File: config.mk
export PLATFORM = sky130hd
export DESIGN_NAME = alsu_arbiter_flat
export DESIGN_NICKNAME = d
export VERILOG_FILES = /design/src/rtl/alsu_pkg.sv /design/src/rtl/alsu_arbiter_if.sv /design/src/rtl/alsu_arbiter_rr_arb2.sv /design/src/rtl/alsu_arbiter.sv /design/src/flat_wrapper.sv
export SDC_FILE = /design/constraint.sdc
export NUM_CORES = 1
export LEC_CHECK = 0
export CORE_UTILIZATION = 40
export CTS_CLUSTER_SIZE = 8
export DETAILED_ROUTE_END_ITERATION = 6
export GPL_TIMING_DRIVEN = 0
export PLACE_DENSITY = 0.8
export REMOVE_ABC_BUFFERS = 1
export SYNTH_ARGS = -nofsm -noshare
export SYNTH_HDL_FRONTEND = slang
export SYNTH_SLANG_ARGS = --single-unit
File: constraint.sdc
create_clock -name clk -period 2.1 [get_ports clk]
set_clock_uncertainty 0.1 [all_clocks]
set_input_delay 0.525 -clock clk [delete_from_list [all_inputs] [get_ports clk]]
set_output_delay 0.525 -clock clk [all_outputs]
set_load 0.03 [all_outputs]
File: src/rtl/alsu_pkg.sv
// Shared definitions for the ALSU arbiter: command layout, opcodes, FSM states.
package alsu_pkg;

  localparam int CMD_W = 16;

  // Field offsets (LSB position) inside the packed command, MSB first:
  // opcode[2:0], A[2:0], B[2:0], cin, serial_in, direction,
  // red_op_A, red_op_B, bypass_A, bypass_B.
  localparam int OFS_OPCODE = 13;
  localparam int OFS_A      = 10;
  localparam int OFS_B      = 7;
  localparam int OFS_CIN    = 6;
  localparam int OFS_SERIAL = 5;
  localparam int OFS_DIR    = 4;
  localparam int OFS_RED_A  = 3;
  localparam int OFS_RED_B  = 2;
  localparam int OFS_BYP_A  = 1;
  localparam int OFS_BYP_B  = 0;

  localparam logic [2:0] OPC_SHIFT = 3'b100;
  localparam logic [2:0] OPC_ROT   = 3'b101;
  localparam logic [2:0] OPC_INV0  = 3'b110;
  localparam logic [2:0] OPC_INV1  = 3'b111;

  // Command driven onto the ALSU whenever no command is being issued.
  localparam logic [CMD_W-1:0] IDLE_CMD = '0;

  typedef enum logic [1:0] {
    ST_IDLE,
    ST_ISSUE,
    ST_WAIT,
    ST_RESP
  } state_e;

  // Opcodes the ALSU does not implement; these never reach it.
  function automatic logic is_invalid_opc(input logic [2:0] opc);
    return (opc == OPC_INV0) || (opc == OPC_INV1);
  endfunction

endpackage

File: src/rtl/alsu_arbiter_if.sv
// Requester handshake, response and ALSU-side signals of the ALSU arbiter.
interface alsu_arbiter_if;
  import alsu_pkg::*;

  logic             req0_valid;
  logic             req0_ready;
  logic [CMD_W-1:0] req0_cmd;
  logic             req1_valid;
  logic             req1_ready;
  logic [CMD_W-1:0] req1_cmd;

  logic             rsp0_valid;
  logic             rsp1_valid;
  logic [5:0]       rsp_data;
  logic             rsp_err;
  logic             busy;

  logic [2:0]       alsu_opcode;
  logic [2:0]       alsu_A;
  logic [2:0]       alsu_B;
  logic             alsu_cin;
  logic             alsu_serial_in;
  logic             alsu_direction;
  logic             alsu_red_op_A;
  logic             alsu_red_op_B;
  logic             alsu_bypass_A;
  logic             alsu_bypass_B;
  logic [5:0]       alsu_out;

  // Arbiter side.
  modport slave (
    input  req0_valid, req0_cmd, req1_valid, req1_cmd, alsu_out,
    output req0_ready, req1_ready, rsp0_valid, rsp1_valid, rsp_data, rsp_err, busy,
           alsu_opcode, alsu_A, alsu_B, alsu_cin, alsu_serial_in, alsu_direction,
           alsu_red_op_A, alsu_red_op_B, alsu_bypass_A, alsu_bypass_B
  );

  // Environment side: requesters plus the ALSU itself.
  modport master (
    output req0_valid, req0_cmd, req1_valid, req1_cmd, alsu_out,
    input  req0_ready, req1_ready, rsp0_valid, rsp1_valid, rsp_data, rsp_err, busy,
           alsu_opcode, alsu_A, alsu_B, alsu_cin, alsu_serial_in, alsu_direction,
           alsu_red_op_A, alsu_red_op_B, alsu_bypass_A, alsu_bypass_B
  );

endinterface

File: src/rtl/alsu_arbiter_rr_arb2.sv
// Two-input round-robin arbiter: one-hot grant, pointer moves past the winner on accept.
module rr_arb2 (
  input  logic       clk,
  input  logic       rst,
  input  logic [1:0] req_i,
  input  logic       accept_i,
  output logic [1:0] gnt_o
);

  logic ptr_q, ptr_d;  // requester favoured on a tie

  // A lone request wins outright; a tie goes to the favoured requester.
  always_comb begin
    // NOTE: every output of a combinational block gets a default first, so no path can infer a latch.
    gnt_o = 2'b00;
    ptr_d = ptr_q;
    if (req_i == 2'b11) gnt_o[ptr_q] = 1'b1;
    else                gnt_o = req_i;
    // Favour the requester that did not just win.
    if (accept_i) ptr_d = gnt_o[0];
  end

  // Pointer register; reset favours requester 0.
  always_ff @(posedge clk) begin
    // NOTE: non-blocking assignments, so every register samples the pre-edge values of the others.
    if (!rst) ptr_q <= 1'b0;
    else      ptr_q <= ptr_d;
  end

endmodule

File: src/rtl/alsu_arbiter.sv
// Shares one ALSU between two requesters: accepts a command, issues it for one
// cycle, captures the result after ALSU_LAT cycles and returns it to its owner.
module alsu_arbiter
  import alsu_pkg::*;
#(
  parameter int ALSU_LAT = 2
) (
  input logic           clk,
  input logic           rst,
  alsu_arbiter_if.slave bus
);

  localparam int CNT_W = (ALSU_LAT > 1) ? $clog2(ALSU_LAT) : 1;

  state_e           state_q, state_d;
  logic [CMD_W-1:0] cmd_q, cmd_d;
  logic             owner_q, owner_d;
  logic [CNT_W-1:0] cnt_q, cnt_d;
  logic [CMD_W-1:0] alsu_cmd_q, alsu_cmd_d;
  logic [1:0]       rsp_vld_q, rsp_vld_d;
  logic [5:0]       rsp_data_q, rsp_data_d;
  logic             rsp_err_q, rsp_err_d;
  logic             busy_q;
  logic [1:0]       req;
  logic [1:0]       gnt;

  // Requests reach the arbiter only while idle and out of reset, so a grant
  // is always an accept.
  assign req = {bus.req1_valid, bus.req0_valid} & {2{(state_q == ST_IDLE) && rst}};

  rr_arb2 u_rr_arb2 (
    .clk      (clk),
    .rst      (rst),
    .req_i    (req),
    .accept_i (|gnt),
    .gnt_o    (gnt)
  );

  assign bus.req0_ready = gnt[0];
  assign bus.req1_ready = gnt[1];

  // Next-state and registered-output logic of the command FSM.
  always_comb begin
    state_d    = state_q;
    cmd_d      = cmd_q;
    owner_d    = owner_q;
    cnt_d      = cnt_q;
    alsu_cmd_d = IDLE_CMD;
    rsp_vld_d  = 2'b00;
    rsp_data_d = rsp_data_q;
    rsp_err_d  = rsp_err_q;
    unique case (state_q)
      ST_IDLE: begin
        if (|gnt) begin
          owner_d = gnt[1];
          cmd_d   = gnt[1] ? bus.req1_cmd : bus.req0_cmd;
          if (is_invalid_opc(cmd_d[OFS_OPCODE +: 3])) begin
            // Rejected without touching the ALSU.
            state_d    = ST_RESP;
            rsp_vld_d  = gnt;
            rsp_data_d = '0;
            rsp_err_d  = 1'b1;
          end else begin
            state_d    = ST_ISSUE;
            alsu_cmd_d = cmd_d;
          end
        end
      end
      ST_ISSUE: begin
        state_d = ST_WAIT;
        cnt_d   = '0;
      end
      ST_WAIT: begin
        cnt_d = cnt_q + 1'b1;
        if (cnt_q == CNT_W'(ALSU_LAT - 1)) begin
          state_d            = ST_RESP;
          rsp_data_d         = bus.alsu_out;
          rsp_err_d          = 1'b0;
          rsp_vld_d[owner_q] = 1'b1;
        end
      end
      ST_RESP: state_d = ST_IDLE;
      default: state_d = ST_IDLE;
    endcase
  end

  // State and output registers; reset drops any in-flight command.
  always_ff @(posedge clk) begin
    if (!rst) begin
      state_q    <= ST_IDLE;
      cmd_q      <= '0;
      owner_q    <= 1'b0;
      cnt_q      <= '0;
      alsu_cmd_q <= IDLE_CMD;
      rsp_vld_q  <= 2'b00;
      rsp_data_q <= '0;
      rsp_err_q  <= 1'b0;
      busy_q     <= 1'b0;
    end else begin
      state_q    <= state_d;
      cmd_q      <= cmd_d;
      owner_q    <= owner_d;
      cnt_q      <= cnt_d;
      alsu_cmd_q <= alsu_cmd_d;
      rsp_vld_q  <= rsp_vld_d;
      rsp_data_q <= rsp_data_d;
      rsp_err_q  <= rsp_err_d;
      busy_q     <= (state_d != ST_IDLE);
    end
  end

  assign bus.rsp0_valid     = rsp_vld_q[0];
  assign bus.rsp1_valid     = rsp_vld_q[1];
  assign bus.rsp_data       = rsp_data_q;
  assign bus.rsp_err        = rsp_err_q;
  assign bus.busy           = busy_q;

  assign bus.alsu_opcode    = alsu_cmd_q[OFS_OPCODE +: 3];
  assign bus.alsu_A         = alsu_cmd_q[OFS_A +: 3];
  assign bus.alsu_B         = alsu_cmd_q[OFS_B +: 3];
  assign bus.alsu_cin       = alsu_cmd_q[OFS_CIN];
  assign bus.alsu_serial_in = alsu_cmd_q[OFS_SERIAL];
  assign bus.alsu_direction = alsu_cmd_q[OFS_DIR];
  assign bus.alsu_red_op_A  = alsu_cmd_q[OFS_RED_A];
  assign bus.alsu_red_op_B  = alsu_cmd_q[OFS_RED_B];
  assign bus.alsu_bypass_A  = alsu_cmd_q[OFS_BYP_A];
  assign bus.alsu_bypass_B  = alsu_cmd_q[OFS_BYP_B];

endmodule

File: src/flat_wrapper.sv
// flat-port wrapper written by rule: the top's interface ports become plain ports
module alsu_arbiter_flat import alsu_pkg::*;
#(
  parameter int ALSU_LAT = 2
)
  (clk, rst, bus_req0_valid, bus_req0_cmd, bus_req1_valid, bus_req1_cmd, bus_alsu_out, bus_req0_ready, bus_req1_ready, bus_rsp0_valid, bus_rsp1_valid, bus_rsp_data, bus_rsp_err, bus_busy, bus_alsu_opcode, bus_alsu_A, bus_alsu_B, bus_alsu_cin, bus_alsu_serial_in, bus_alsu_direction, bus_alsu_red_op_A, bus_alsu_red_op_B, bus_alsu_bypass_A, bus_alsu_bypass_B);
  alsu_arbiter_if bus_i ();
  input logic clk;
  input logic rst;
  input wire logic [$bits(bus_i.req0_valid)-1:0] bus_req0_valid;
  input wire logic [$bits(bus_i.req0_cmd)-1:0] bus_req0_cmd;
  input wire logic [$bits(bus_i.req1_valid)-1:0] bus_req1_valid;
  input wire logic [$bits(bus_i.req1_cmd)-1:0] bus_req1_cmd;
  input wire logic [$bits(bus_i.alsu_out)-1:0] bus_alsu_out;
  output wire logic [$bits(bus_i.req0_ready)-1:0] bus_req0_ready;
  output wire logic [$bits(bus_i.req1_ready)-1:0] bus_req1_ready;
  output wire logic [$bits(bus_i.rsp0_valid)-1:0] bus_rsp0_valid;
  output wire logic [$bits(bus_i.rsp1_valid)-1:0] bus_rsp1_valid;
  output wire logic [$bits(bus_i.rsp_data)-1:0] bus_rsp_data;
  output wire logic [$bits(bus_i.rsp_err)-1:0] bus_rsp_err;
  output wire logic [$bits(bus_i.busy)-1:0] bus_busy;
  output wire logic [$bits(bus_i.alsu_opcode)-1:0] bus_alsu_opcode;
  output wire logic [$bits(bus_i.alsu_A)-1:0] bus_alsu_A;
  output wire logic [$bits(bus_i.alsu_B)-1:0] bus_alsu_B;
  output wire logic [$bits(bus_i.alsu_cin)-1:0] bus_alsu_cin;
  output wire logic [$bits(bus_i.alsu_serial_in)-1:0] bus_alsu_serial_in;
  output wire logic [$bits(bus_i.alsu_direction)-1:0] bus_alsu_direction;
  output wire logic [$bits(bus_i.alsu_red_op_A)-1:0] bus_alsu_red_op_A;
  output wire logic [$bits(bus_i.alsu_red_op_B)-1:0] bus_alsu_red_op_B;
  output wire logic [$bits(bus_i.alsu_bypass_A)-1:0] bus_alsu_bypass_A;
  output wire logic [$bits(bus_i.alsu_bypass_B)-1:0] bus_alsu_bypass_B;
  assign bus_i.req0_valid = bus_req0_valid;
  assign bus_i.req0_cmd = bus_req0_cmd;
  assign bus_i.req1_valid = bus_req1_valid;
  assign bus_i.req1_cmd = bus_req1_cmd;
  assign bus_i.alsu_out = bus_alsu_out;
  assign bus_req0_ready = bus_i.req0_ready;
  assign bus_req1_ready = bus_i.req1_ready;
  assign bus_rsp0_valid = bus_i.rsp0_valid;
  assign bus_rsp1_valid = bus_i.rsp1_valid;
  assign bus_rsp_data = bus_i.rsp_data;
  assign bus_rsp_err = bus_i.rsp_err;
  assign bus_busy = bus_i.busy;
  assign bus_alsu_opcode = bus_i.alsu_opcode;
  assign bus_alsu_A = bus_i.alsu_A;
  assign bus_alsu_B = bus_i.alsu_B;
  assign bus_alsu_cin = bus_i.alsu_cin;
  assign bus_alsu_serial_in = bus_i.alsu_serial_in;
  assign bus_alsu_direction = bus_i.alsu_direction;
  assign bus_alsu_red_op_A = bus_i.alsu_red_op_A;
  assign bus_alsu_red_op_B = bus_i.alsu_red_op_B;
  assign bus_alsu_bypass_A = bus_i.alsu_bypass_A;
  assign bus_alsu_bypass_B = bus_i.alsu_bypass_B;
  alsu_arbiter #(.ALSU_LAT(ALSU_LAT)) u_core (.clk(clk), .rst(rst), .bus(bus_i));
endmodule
==> impl_metrics.tcl, run 1 <==
set metrics [dict create \
    slew_viol_final 0 \
    hold_path.class "reg -> reg" \
    final_cell_count_no_fill 286 \
    ys_warn_count 0 \
    initialDrtViolationCount 43 \
    drt-total-wl_um 3560 \
    viasPerCell 4.98 \
    grt_pass1_vias 1234 \
    synthCells 167 \
    hold_buffers 0 \
    coreArea_sq_mm 0.00336 \
    hpwlAfterDp_um 2470 \
    die_w_um 61.7 \
    antenna_found_initial 0 \
    startpoint_type "input port" \
    reg2reg_slack_ns 0.13 \
    grt_pass1_wl_um 5480 \
    ys_ff_latch 31 \
    p_comb_frac 0.458 \
    grt_setup_unrepaired "no" \
    htreeDepth 2 \
    nets 284 \
    crit_path_max_fanout 25 \
    final_cell_area_sq_mm 0.00226 \
    finalWeightedCongestion 0.741 \
    p_seq_frac 0.323 \
    crit_arrival_ns 1.38 \
    detail_route.first_pass.iterations 4 \
    ys_types 38 \
    postPlaceCellArea_sq_mm 0.00211 \
    critPathRequiredTime_ns 1.47 \
    post_drt_wl_per_cell_um 12.4 \
    intPower_w 0.00142 \
    vdd_ir_drop_max_uv 633 \
    numCtsBuffers 5 \
    die_h_um 61.7 \
    ant_nets 0 \
    finalCritPeriodShare 0.956 \
    worst_pin_slew_ns 0.586 \
    cts_tree "yes" \
    clkTransAtPathRegs_ns 0.10 \
    relSlewSlack 0.607 \
    initial_core_util 0.423 \
    track_usage 0.197 \
    finalCriticalPeriod_ns 2.01 \
    syn_avg_cell_area_sq_um 8.53 \
    antennaDiodeCount 0 \
    p_leak_nw 0.868 \
    cts_sinks 31 \
    drive_gt1_frac 0.163 \
    cp-end-kind "output pin" \
    drc_errors 0 \
    clockPowerShare 0.218 \
    final_hold_viol_count 0 \
    clockBufferDepth 2 \
    cap_violations 0 \
    via_count 1425 \
    clk_latency_ns 0.33 \
    yosysSeqAreaShare 0.436 \
    power_density_mw_per_mm2 988 \
    io_pins 70 \
    final-setup-viol-count 0 \
    fmax_ghz 0.498 \
    grt-ovfl-total 0 \
    io_buffers 69 \
    root_buffer "clkbuf_4" \
    fp.dieArea_sq_mm 0.00380 \
    syn_area_sq_mm 0.00142 \
    num_rows 21 \
    placed_cells_incl_taps 272 \
    status "completed" \
    grt_max_degree 26 \
    area_growth_pct 58.5 \
    finalPower_w 0.00223 \
    crit_type "in -> out" \
    switching_power_w 0.000812 \
    sw_frac_of_total 0.364 \
]
-- stage by stage --
step	TNS [ns]	worst slack (ns)	hold slack (ns)	util
after global placement	-37.46	-1.68	0.360	0.629
after global routing	0	0.00376	0.411	0.671
after detailed placement	-37.69	-1.68	0.370	0.629
final	0	0.0924	0.380	0.671
after floorplan	-3.07	-0.215	0.345	-
after CTS	0	0.0157	0.384	0.662
-- flip-flops by register name (all words and copies together), names as in the netlist --
register / count
u_core.owner_q: 1
u_core.alsu_cmd_q: 16
u_core.bus.rsp_data: 6
u_core.rsp_vld_q: 2
u_core.u_rr_arb2.ptr_q: 1
u_core.cnt_q: 1
u_core.state_q: 2
u_core.bus.busy: 1
u_core.bus.rsp_err: 1
-- power groups by stage --
stage	clock (W)	sequential, W	combinational, W
after floorplan	0	0.000852	0.000483
final	0.000487	0.000721	0.00102
after global routing	0.000530	0.000732	0.00111
after detailed placement	0	0.000732	0.000924
after CTS	0.000495	0.000722	0.000986
after global placement	0	0.000730	0.000918
-- Yosys cell counts --
cell type,n,area [sq um]
o21ai_2,1,8.76
o31ai_1,1,7.51
a41oi_1,1,8.76
or2_2,1,6.26
a21bo_1,1,10.0
and4_1,1,8.76
or3_1,1,6.26
a2111oi_2,1,15.0
a311oi_1,1,8.76
mux2_2,1,11.3
clkbuf_1,3,11.3
nand4_4,1,21.3
dfxtp_1,31,621
o211ai_1,1,7.51
nor2b_1,1,6.26
nand3_1,6,30.0
nor3_1,1,5.00
nand2b_4,1,13.8
and2_1,1,6.26
o2111a_1,1,11.3
inv_1,4,15.0
nand2_1,50,188
a21oi_1,9,45.0
buf_6,2,22.5
a21bo_2,1,10.0
a311o_1,2,20.0
buf_1,1,3.75
a21o_1,1,7.51
a22oi_1,1,7.51
a31oi_1,1,6.26
nor3b_1,1,7.51
a21oi_2,10,87.6
inv_2,1,3.75
nor2_1,6,22.5
ha_1,3,37.5
o32a_1,6,60.1
buf_2,4,20.0
o21ai_1,7,35.0
-- cell usage in the layout, fill, tap and decap left out, types with 2 or more instances in the layout --
| master | synthesis | final |
|---|---|---|
| ha_1 | 3 | 2 |
| o32a_1 | 6 | 6 |
| inv_1 | 4 | 2 |
| buf_4 | 0 | 6 |
| a21oi_2 | 10 | 10 |
| nand3_1 | 6 | 6 |
| o21ai_1 | 7 | 7 |
| dfxtp_1 | 31 | 31 |
| nand2_1 | 50 | 50 |
| dlygate4sd2_1 | 0 | 2 |
| nor2_1 | 6 | 6 |
| clkdlybuf4s50_1 | 0 | 64 |
| a21oi_1 | 9 | 9 |
| inv_2 | 1 | 2 |
| clkbuf_4 | 0 | 5 |
-- final timing paths --
| kind | cells after the start | end | start |
|---|---|---|---|
| setup reg to reg | 7 | u_core.bus.busy | u_core.state_q[0] |
| setup / recovery | 4 | bus_req1_ready | rst |
| hold / removal | 2 | u_core.owner_q | u_core.owner_q |
| hold reg to reg | 2 | u_core.owner_q | u_core.owner_q |
-- logic make-up (layout without fill, tap and decap cells) --
kind of cell             after synthesis  in the layout  share of synthesized area
AND/OR/NAND/NOR                       71             71                      0.226
AO/OA/AOI/OAI                         46             46                      0.250
flip-flops                            31             31                      0.436
buffers and inverters                 15             88                     0.0536
adder cells (fa/ha/maj)                3              3                     0.0264
multiplexers                           1              1                    0.00791
-- final cells by class --
class,instances,area (sq um)
clock buffers,6,51.3
clock inverters,2,35.0
fillers,293,1110
inverters,5,26.3
multi-input cells,121,741
flip-flops and latches,31,621
well taps,46,57.6
repair buffers,74,719
repair inverters,1,6.26
-- routing by layer --
layer  wire length, um  vias up  share of wire  GRT usage
met2              1840       31           0.52      0.303
met5                 0        -              0          0
met4                48        0          0.013     0.0762
met3               113        4          0.032     0.0588
li1                  -      724              -          -
met1              1560      666           0.44      0.259
-- critical path: stages --
cell and delay [ns]:
buf_2 0.37, nand4_4 0.23, inv_8 0.12, buf_6 0.13
-- timing repair --
action	in CTS	in global routing
setup buffers	1	4
cloned	1	0
pin swaps	2	1
endpoints found under the setup margin	29	2
gates resized for setup	28	0
(Power assumes the default switching activity.)
==> run 2, diff against run 1 <==
--- a/config.mk
+++ b/config.mk
@@ -5,6 +5,7 @@
 export SDC_FILE = /design/constraint.sdc
 export NUM_CORES = 1
 export LEC_CHECK = 0
+export ABC_CLOCK_PERIOD_IN_PS = 2100
 export CORE_UTILIZATION = 40
 export CTS_CLUSTER_SIZE = 8
 export DETAILED_ROUTE_END_ITERATION = 6
==> results of run 2 <==
Same layout as run 1: the final DEF is identical, and so are final timing and power.
==> variant: new RTL, settings of run 1 <==
`ALSU_LAT` is set to 2 in 2 places; all go to 1.
--- a/src/rtl/alsu_arbiter.sv
+++ b/src/rtl/alsu_arbiter.sv
@@ -3,7 +3,7 @@
 module alsu_arbiter
   import alsu_pkg::*;
 #(
-  parameter int ALSU_LAT = 2
+  parameter int ALSU_LAT = 1
 ) (
   input logic           clk,
   input logic           rst,
--- a/src/flat_wrapper.sv
+++ b/src/flat_wrapper.sv
@@ -1,7 +1,7 @@
 // flat-port wrapper written by rule: the top's interface ports become plain ports
 module alsu_arbiter_flat import alsu_pkg::*;
 #(
-  parameter int ALSU_LAT = 2
+  parameter int ALSU_LAT = 1
 )
   (clk, rst, bus_req0_valid, bus_req0_cmd, bus_req1_valid, bus_req1_cmd, bus_alsu_out, bus_req0_ready, bus_req1_ready, bus_rsp0_valid, bus_rsp1_valid, bus_rsp_data, bus_rsp_err, bus_busy, bus_alsu_opcode, bus_alsu_A, bus_alsu_B, bus_alsu_cin, bus_alsu_serial_in, bus_alsu_direction, bus_alsu_red_op_A, bus_alsu_red_op_B, bus_alsu_bypass_A, bus_alsu_bypass_B);
   alsu_arbiter_if bus_i ();
Formal check against the unedited RTL: not equivalent (Yosys sat finds a counterexample within 4 cycles, from zero or initial values and one cycle with rst low).
==> variant against run 1 <==
  * Register-to-register slack better by 0.04 ns
  * Synthesized area is 1.8% lower
  * Sequential cell count stayed put
  * Total power is 3.2% lower
  * Sequential power is 4.4% higher
  * Worst setup slack worse by 0.046 ns
  * Cell area is 0.66% lower
  * Core utilization is 0.078 points higher
  * First-iteration DRC count is 130% higher
  * Cell count is 2.4% lower
  * Routed wire length is 3.7% higher
  * Critical path depth stayed put
  * Die area is 1.8% lower
  * Critical endpoint is now bus_req0_ready
  * Highest routed layer unchanged
==> variant: results (changes against run 1) <==
The placed wire-length estimate after detailed placement is 2.532 mm (was 2.469 mm). The element type at the critical path start is an input port (unchanged). The distinct cell type count of the synthesized netlist is 34 (was 38). The synthesized area per cell is 8.846 um^2 (was 8.526 um^2). Largest cells by area after synthesis: dfxtp_1 (44%), nand2_1 (12%), a21oi_2 (6.3%) (was dfxtp_1 (44%), nand2_1 (13%), a21oi_2 (6.2%)). The detailed-route wire length per cell is 13.21 um (was 12.43 um). The worst setup path startpoint is bus_req1_valid (was rst). Outcome: completed (unchanged). The final cell count without fillers is 279 (was 286). The global-route usage over all layers came out at 22.46% (was 19.69%). The maximum fanout along the worst path is 6 (was 25).

The number of global-route vias before repair is 1,371 (was 1,234). The placement-stage cell area came out at 0.002100 mm^2 (was 0.002115 mm^2). The register area share after synthesis is 44.40% (was 43.59%).

The amount of wire on met3 after detailed routing came out at 335 um (was 113 um). The placer's final routability congestion estimate is 0.8174 (was 0.7406). The wire length on met2 is 1.759 mm (was 1.838 mm). The ratio of routed vias to standard cells is 5.118 (was 4.983). The peak supply drop came out at 0.4927 mV (was 0.6334 mV). The number of optimization iterations in the first detailed-route pass is 4 (unchanged). The compound-cell area share of the yosys netlist is 26.32% (was 25.04%). The leakage power of the design is 0.8373 nW (was 0.8676 nW).

The actual slew at the worst max-slew pin came out at 0.7470 ns (was 0.5861 ns). The arrival time at the worst endpoint is 1.43 ns (was 1.38 ns). The switching share of total power came to 38.14% (was 36.43%).

The global-route wire length before repair came to 6.044 mm (was 5.478 mm). The final design instance area without fill came out at 0.002242 mm^2 (was 0.002257 mm^2). The origin of the worst min-delay path is u_core.bus.rsp_err (was u_core.owner_q). The iteration-0 DRC count of the detailed router is 99 (was 43). The share of post-route cells with drive strength above 1 came out at 15.45% (was 16.25%).

The mux contribution to synthesized area came out at 0.8057% (was 0.7909%). The fill cell instance count of the final layout was 302 (was 293). The wire length the detailed router placed on met1 came out at 1.515 mm (was 1.555 mm).

The antenna diode count was 0 (unchanged). The largest net degree at the start of global routing is 19 (was 26). Most frequent cells after synthesis: nand2_1 (43), dfxtp_1 (31), a21oi_1 (10), a21oi_2 (10), o211ai_1 (7) (was nand2_1 (50), dfxtp_1 (31), a21oi_2 (10), a21oi_1 (9), o21ai_1 (7)).

The worst-case setup slack after placement came to -1.387 ns (was -1.685 ns). The total global routing overflow is 0 (unchanged).
==> variant: worst paths after layout <==
check | endpoint | slack [ns] | cells after the start
worst min-delay path | u_core.bus.rsp_err | 0.39 | 2
worst max register to register | u_core.alsu_cmd_q[5] | 0.17 | 7
worst max-delay path | bus_req0_ready | 0.05 | 4
worst min register to register | u_core.bus.rsp_err | 0.39 | 2
==> variant: power groups by stage <==
stage / logic, mW / registers [mW] / clock network (mW)
3_5_place_dp: 0.916 / 0.761 / 0
2_1_floorplan: 0.417 / 0.912 / 0
4_1_cts: 1.01 / 0.753 / 0.407
3_3_place_gp: 0.912 / 0.756 / 0
5_1_grt: 1.11 / 0.767 / 0.438
6_report: 1.01 / 0.753 / 0.395
==> variant: cell type report <==
type	instances	area share, %
well taps	46	2.567
inverters	4	1.228
clock buffers	8	3.069
multi-input cells	115	33.09
flip-flops and latches	31	27.73
repair buffers	75	32.31
==> variant: layer usage <==
layer  GRT usage [%]  vias to the layer above
met4           12.01                        0
met5               0                        -
li1                -                      715
met3           9.454                        8
met2           37.58                       64
met1           24.06                      641
==> variant: cells by family (layout without fill, tap and decap cells) <==
logic type / after synthesis / after routing
buffers and inverters: 12 / 87
AND/OR/NAND/NOR: 64 / 64
adder cells (fa/ha/maj): 3 / 3
flip-flops: 31 / 31
AO/OA/AOI/OAI: 47 / 47
multiplexers: 1 / 1
==> variant: repair_timing <==
item / in CTS / in global routing
gates resized for setup: 26 / 1
pin swaps: 2 / 0
setup buffers: 6 / 0
endpoints found under the setup margin: 18 / 2
==> variant: critical path, stage by stage <==
cell and delay [ns]:
dlygate4sd2_1 0.34, a21boi_4 0.22, and2_1 0.15, buf_2 0.19
